==> src/rtl/game_pkg.sv <==
// Shared game-state encodings and default timing constants for the game control path.
package game_pkg;

    typedef enum logic [5:0] {
        ST_START  = 6'b000001,
        ST_GRA    = 6'b000010,
        ST_KONIEC = 6'b000100,
        ST_CZEKAJ = 6'b001000,
        ST_TRAF   = 6'b010000,
        ST_PUDLO  = 6'b100000
    } game_state_t;

    localparam int unsigned LIVES_DEF       = 3;
    localparam int unsigned HIT_FRAMES_DEF  = 30;
    localparam int unsigned MISS_FRAMES_DEF = 30;
    localparam int unsigned END_FRAMES_DEF  = 120;
    localparam int unsigned SCORE_W_DEF     = 8;

    function automatic int unsigned max3(input int unsigned a, input int unsigned b,
                                         input int unsigned c);
        int unsigned m;
        m = (a > b) ? a : b;
        return (m > c) ? m : c;
    endfunction

endpackage

==> src/rtl/rise_detect.sv <==
// Single-cycle pulse on the rising edge of a level already synchronous to clk.
module rise_detect (
    input  logic clk,
    input  logic rst,
    input  logic in,
    output logic pulse
);

    logic in_q;

    always_ff @(posedge clk or negedge rst) begin
        if (!rst) in_q <= 1'b0;
        else      in_q <= in;
    end

    assign pulse = in & ~in_q;

endmodule

==> src/rtl/game_fsm.sv <==
// Game control FSM: start/game/end screen selection, score and lives bookkeeping,
// and frame-timed hit/miss flash and end-screen lockout.
module game_fsm
    import game_pkg::*;
#(
    parameter int unsigned LIVES       = LIVES_DEF,
    parameter int unsigned HIT_FRAMES  = HIT_FRAMES_DEF,
    parameter int unsigned MISS_FRAMES = MISS_FRAMES_DEF,
    parameter int unsigned END_FRAMES  = END_FRAMES_DEF,
    parameter int unsigned SCORE_W     = SCORE_W_DEF
) (
    input  logic               clk,
    input  logic               rst,
    input  logic               vsync,
    input  logic               left,
    input  logic               hit,
    input  logic               miss,
    output logic [5:0]         state_bin,
    output logic [SCORE_W-1:0] score,
    output logic [2:0]         lives
);

    localparam int unsigned MAX_FRAMES = max3(HIT_FRAMES, MISS_FRAMES, END_FRAMES);
    localparam int unsigned CNT_W      = $clog2(MAX_FRAMES + 1);

    localparam logic [CNT_W-1:0] HIT_LAST   = CNT_W'(HIT_FRAMES - 1);
    localparam logic [CNT_W-1:0] MISS_LAST  = CNT_W'(MISS_FRAMES - 1);
    localparam logic [CNT_W-1:0] END_CNT    = CNT_W'(END_FRAMES);
    localparam logic [2:0]       LIVES_INIT = 3'(LIVES);

    logic click;
    logic tick;

    game_state_t        state_q, state_d;
    logic [CNT_W-1:0]   cnt_q, cnt_d;
    logic [SCORE_W-1:0] score_d;
    logic [2:0]         lives_d;

    rise_detect u_left_edge (
        .clk   (clk),
        .rst   (rst),
        .in    (left),
        .pulse (click)
    );

    rise_detect u_vsync_edge (
        .clk   (clk),
        .rst   (rst),
        .in    (vsync),
        .pulse (tick)
    );

    always_ff @(posedge clk or negedge rst) begin
        if (!rst) begin
            state_q <= ST_START;
            cnt_q   <= '0;
            score   <= '0;
            lives   <= LIVES_INIT;
        end else begin
            state_q <= state_d;
            cnt_q   <= cnt_d;
            score   <= score_d;
            lives   <= lives_d;
        end
    end

    assign state_bin = state_q;

    // Next state, frame counter and score/lives updates.
    always_comb begin
        state_d = state_q;
        cnt_d   = cnt_q;
        score_d = score;
        lives_d = lives;

        case (state_q)
            ST_START: begin
                if (click) state_d = ST_CZEKAJ;
            end
            ST_CZEKAJ: begin
                if (!left) begin
                    state_d = ST_GRA;
                    score_d = '0;
                    lives_d = LIVES_INIT;
                end
            end
            ST_GRA: begin
                if (hit) begin
                    state_d = ST_TRAF;
                    if (score != '1) score_d = score + SCORE_W'(1);
                end else if (miss) begin
                    if (lives > 3'd1) begin
                        state_d = ST_PUDLO;
                        lives_d = lives - 3'd1;
                    end else begin
                        state_d = ST_KONIEC;
                        lives_d = 3'd0;
                    end
                end
            end
            ST_TRAF: begin
                if (tick) begin
                    if (cnt_q == HIT_LAST) state_d = ST_GRA;
                    else                   cnt_d   = cnt_q + CNT_W'(1);
                end
            end
            ST_PUDLO: begin
                if (tick) begin
                    if (cnt_q == MISS_LAST) state_d = ST_GRA;
                    else                    cnt_d   = cnt_q + CNT_W'(1);
                end
            end
            ST_KONIEC: begin
                if (click && (cnt_q == END_CNT)) state_d = ST_START;
                else if (tick && (cnt_q != END_CNT)) cnt_d = cnt_q + CNT_W'(1);
            end
            default: begin
                state_d = ST_START;
            end
        endcase

        // Every phase starts its frame count from zero.
        if (state_d != state_q) cnt_d = '0;
    end

endmodule

==> config.mk <==
export PLATFORM = sky130hd
export DESIGN_NAME = game_fsm
export DESIGN_NICKNAME = d
export VERILOG_FILES = /design/src/rtl/game_pkg.sv /design/src/rtl/rise_detect.sv /design/src/rtl/game_fsm.sv
export SDC_FILE = /design/constraint.sdc
export NUM_CORES = 1
export LEC_CHECK = 0
export BUFFER_PORTS_ARGS = -buffer_cell sky130_fd_sc_hd__buf_4
export CORE_ASPECT_RATIO = 1.75
export CORE_MARGIN = 1.5
export CORE_UTILIZATION = 25
export DETAILED_ROUTE_END_ITERATION = 16
export REMOVE_ABC_BUFFERS = 1
export SYNTH_ARGS = -nofsm -noshare
export SYNTH_HDL_FRONTEND = slang
export SYNTH_SLANG_ARGS = --single-unit
==> constraint.sdc <==
create_clock -name clk -period 3.8 [get_ports clk]
set_clock_uncertainty 0.05 [all_clocks]
set_input_delay 1.14 -clock clk [delete_from_list [all_inputs] [get_ports clk]]
set_output_delay 1.14 -clock clk [all_outputs]
set_load 0.02 [all_outputs]
[Yosys cells after proc, flatten, opt, wreduce, memory -nomap -nowiden]
Cells that the tools add are included.
Storage, ports and cells
  word-level logic and storage cells: 66
  input bits: 6
  register bits: 26
Cells by class
  bitwise gates (word level): 4
  reductions and logical operators: 8
  $lt $le $gt $ge: 1
  add/subtract/negate cells: 3
  muxes and demuxes: 24
  eq/ne operators: 20
Operators by type and width (number)
  6-bit 2-to-1 mux: 8
  7-bit 2-to-1 mux: 5
  6-bit one-hot mux with 5 select lines: 1
  8-bit 2-to-1 mux: 3
  8-bit one-hot mux with 2 select lines: 1
  7-bit one-hot mux with 2 select lines: 1
  3-bit 2-to-1 mux: 4
  2-bit != test (second input constant): 5
  8-bit by 1-bit adder with 8-bit output (second input constant): 1
  8-bit != test (second input constant): 1
  4-bit AND reduction: 2
  7-bit by 1-bit adder with 7-bit output (second input constant): 1
  7-bit by 5-bit equality test with 1-bit output (second input constant): 1
  7-bit equality test (second input constant): 1
  7-bit != test (second input constant): 1
  6-bit by 1-bit equality test with 1-bit output (second input constant): 1
  6-bit by 2-bit equality test with 1-bit output (second input constant): 1
  6-bit by 3-bit equality test with 1-bit output (second input constant): 1
  6-bit by 4-bit equality test with 1-bit output (second input constant): 1
  6-bit by 5-bit equality test with 1-bit output (second input constant): 1
  6-bit equality test (second input constant): 1
  3-bit != test (second input constant): 2
  6-bit != test: 1
  3-bit one-hot mux with 2 select lines: 1
  11 further kinds: 14

[Logic depth before layout (Yosys ltp)]
  word-level depth: 8
  depth in mapped cells: 8

[Hierarchy]
A second synthesis with hierarchy kept.
Second synthesis, totals
  cells, all modules: 186
  area, all modules: 1666.6 um^2
Modules (own cells, without submodules)
  game_fsm: instances 1, cells an instance 182, seq. area each 604.3 um^2, area an instance 1589.0 um^2
  rise_detect: instances 2, cells an instance 2, seq. area each 25.0 um^2, area an instance 38.8 um^2

[Least setup slack after synthesis]
No wires, ideal clock.
  kind: input-to-reg
  from: input port hit
  to: register cnt_q[1]
  arrival time: 2.431 ns
  path buffers: 0
  path slack: 1.244 ns
  cell stages on the path: 5
  required time: 3.675 ns
  setup time: 0.075 ns
  cell sequence: or3b_2 -> or3_4 -> a32oi_2 -> nand4_4 -> a21oi_2
On the way
  longest elaborated chain between the ends: 5
RTL lines
  start, declared: RTL line game_fsm.sv:16  | input logic hit,
  6-bit 2-to-1 mux (*): RTL line game_fsm.sv:88  | if (hit) begin
  6-bit one-hot mux with 5 select lines (*): RTL line game_fsm.sv:76  | case (state_q)
  6-bit != test (*): RTL line game_fsm.sv:123  | if (state_d != state_q) cnt_d = '0;
  3-bit != test (no line), or another cell as far along
  5-bit AND reduction (no line)
  end signal, assigned: RTL line game_fsm.sv:61  | cnt_q <= cnt_d;
  end, declared: RTL line game_fsm.sv:35  | logic [CNT_W-1:0] cnt_q, cnt_d;
Mark *: on every way between the ends. The rest lies on a longest branch, timed or not.
A chain may end at the register's enable or synchronous reset.

[Worst setup path in the final report]
  from: input port hit
  to: register cnt_q[3]
The elaborated chain is that of the path after synthesis.

==> flow_summary.yaml <==
critical_path:
  critPathLaunchType: "primary input"
  arrival_ns: 2.63
  ff2ff_path_depth: 6
  worstSetupEndpointType: "flip-flop"
  required_ns: 3.95
  worstReg2RegEnd: "score[4]$_DFFE_PN0P_"
  r2r_slack_ns: 1.40
  critPathKind: "in2reg"
  r2r_start: "state_bin[2]$_DFF_PN0_"
  worstPathMaxFanout: 7
power_and_ir_drop:
  irDropWorstVdd_v: 0.000165
  power.switching_mw: 0.292
  pwr-share-clk_pct: 22.4
  power.density_mw_per_mm2: 421
  p_leak_nw: 0.882
  power_frac_comb_pct: 34.2
  power_frac_seq_pct: 43.4
  internal_power_mw: 0.520
  sw_frac_of_total_pct: 36.0
clock_tree:
  cts_buffers: 3
  cts_setup_buffers: 0
  cts_max_level: 1
  cts_tree: "done"
  cts_root_buffer: "clkbuf_8"
  ctsResizeCount: 0
  cts_hold_buf: 0
  clock_sinks: 26
  clk_latency_ns: 0.27
  clk_pin_slew_ns: 0.09
  cts_buffer_depth: 2
sta:
  tightest_slew_ns: 0.588
  finalHoldViolCount: 0
  finalCriticalPeriod_ns: 2.48
  fin_ws_ns: 1.32
  final.setup.tns_ns: 0
  rsz0062_at_grt: "no"
  max_freq_ghz: 0.403
  setup_viol: 0
  max_slew_margin_pct: 60.4
  slew_viol_final: 0
  fin_crit_sh_pct: 65.3
placement:
  place_congestion: 0.864
  dp_hpwl_um: 3120
  placedInstanceArea_mm2: 0.00187
  pre_cts_ws_ns: 1.01
  io_buffer_count: 22
synthesis:
  ys_types: 48
  synth_top_area_cell: "dfrtp_1"
  synth-edff-count: 0
  synthTopCellsByCount: "33 x nor2_1, 23 x dfrtp_1, 15 x nand2_1, 13 x nand3_1"
  synth_most_common_cell: "nor2_1"
  yosysWarningCount: 0
  synth_seq_cells: 26
  synth_top_area_share_pct: 35.1
  synthFlopType: "dfrtp_1"
  synthArstFlopShare_pct: 100
  syn_avg_cell_area_um2: 9.02
  synth_area_mm2: 0.00164
  ys_seq_area_share_pct: 39.9
  syn_inst: 182
  synthTopCellsByArea: "dfrtp_1 35%, nor2_1 7.5%, xor2_1 5.3%, dfstp_2 4.8%, nand3_1 4.0%"
global_route:
  antenna_found_initial: 0
  grt_overflow: 0
  grt_usage_pct: 11.9
  first_global_vias: 1458
  grt_pass1_wl_um: 6610
  grt_max_degree: 27
drt:
  postRouteAntennaNets: 0
  routed_wl_um: 4010
  first_iter_violations: 81
  drt_pass1_iterations: 4
  routedWlPerCell_um: 14.2
  vias: 1398
  viasPerCell: 4.94
  drc: 0
status:
  status: "complete, no violations"
cells_and_area:
  final_area_mm2: 0.00193
  drive_above_1_share_pct: 22.2
  multiInputGateArea_um2: 917
  fin_nets: 215
  n_fill_cell: 691
  syn2layout_area_growth_pct: 17.5
  register_area_um2: 654
  post-route-util_pct: 30.7
  diodes: 0
die:
  io_pins: 23
  start_util_pct: 26.2
  rows: 38
  die_h_um: 110
  die_area_mm2: 0.00708
  core_area_mm2: 0.00628
  dieWidth_um: 64.3
worst_hold_path:
  min_from: "lives[1]$_DFFE_PN1P_"
  hold_path_class: "reg2reg"
  holdPathEnd: "lives[1]$_DFFE_PN1P_"
  hold-path-cell-count: 2
job:
  cap_violations: 0
[per-layer routing]
metal / wire (um) / GRT usage [%] / share of wire [%]
met5: 0 / 0 / 0
met4: 78 / 5.02 / 1.9
met3: 136 / 1.73 / 3.4
met2: 2300 / 24.5 / 57
met1: 1500 / 11.4 / 37
[how the worst max path moves through the flow]
stage               from              endpoint  slack, ns  depth (start not counted)
floorplan            hit  cnt_q[1]$_DFFE_PN0P_       1.24                          5
global placement     hit  cnt_q[1]$_DFFE_PN0P_       1.05                          6
detailed placement   hit  cnt_q[3]$_DFFE_PN0P_       1.01                          7
CTS                  hit  cnt_q[3]$_DFFE_PN0P_       1.30                          7
global route         hit  cnt_q[5]$_DFFE_PN0P_       1.18                          7
finish               hit  cnt_q[3]$_DFFE_PN0P_       1.32                          6
[critical path, cell delays in order]
cell	delay, ns
buf_4	0.12
or3b_2	0.45
or3_4	0.37
a32oi_2	0.22
nand4_4	0.18
nor2_1	0.15
[kinds of logic after synthesis]
logic type | count (synthesis) | share of synthesized area, %
buf+inv | 14 | 4.27
compound gates | 31 | 14.0
mux | 1 | 0.686
xor+xnor | 12 | 6.40
simple gates | 93 | 30.9
fa+ha+maj | 5 | 3.81
flops | 26 | 39.9
[power by group through the flow]
stage / Combinational [mW] / Sequential [mW] / Clock [mW]
floorplan: 0.163 / 0.376 / 0
global placement: 0.276 / 0.357 / 0
detailed placement: 0.278 / 0.358 / 0
CTS: 0.279 / 0.353 / 0.187
global route: 0.305 / 0.360 / 0.196
finish: 0.278 / 0.353 / 0.182
[area by class of cell]
cell class / count / area share (%)
Timing Repair Buffer: 23 / 8.95
Tap cell: 80 / 5.19
Inverter: 8 / 1.56
Multi-Input combinational cell: 142 / 47.5
Sequential cell: 26 / 33.9
Clock buffer: 4 / 2.85
[per-stage QoR]
| stage | hold slack, ns | std cells | power, mW |
|---|---|---|---|
| floorplan | 0.464 | 176 | 0.539 |
| global placement | 0.458 | 279 | 0.633 |
| detailed placement | 0.463 | 279 | 0.636 |
| CTS | 0.483 | 283 | 0.819 |
| finish | 0.481 | 283 | 0.813 |
| global route | 0.494 | 283 | 0.861 |
[layout by cell type, fill, tap and decap left out, drive strengths merged, types with 2 or more instances in the layout]
cell type	n
ha	5
nand3	13
dfrtp	23
clkbuf	4
or4	2
nor2	33
buf	23
and3	8
nand2	15
a31oi	3
inv	8
a32oi	2
dfstp	3
a21oi	3
nand3b	2
nand4	5
xor2	10
nor2b	4
o2bb2ai	2
nor3	2
o21ai	11
xnor2	2
and2	2
[flip-flops by register name, indices dropped and copies added (netlist names)]
signal and flops:
score 8, cnt_q 7, state_bin 6, lives 3, u_left_edge.in_q 1, u_vsync_edge.in_q 1
(Power assumes the default switching activity.)
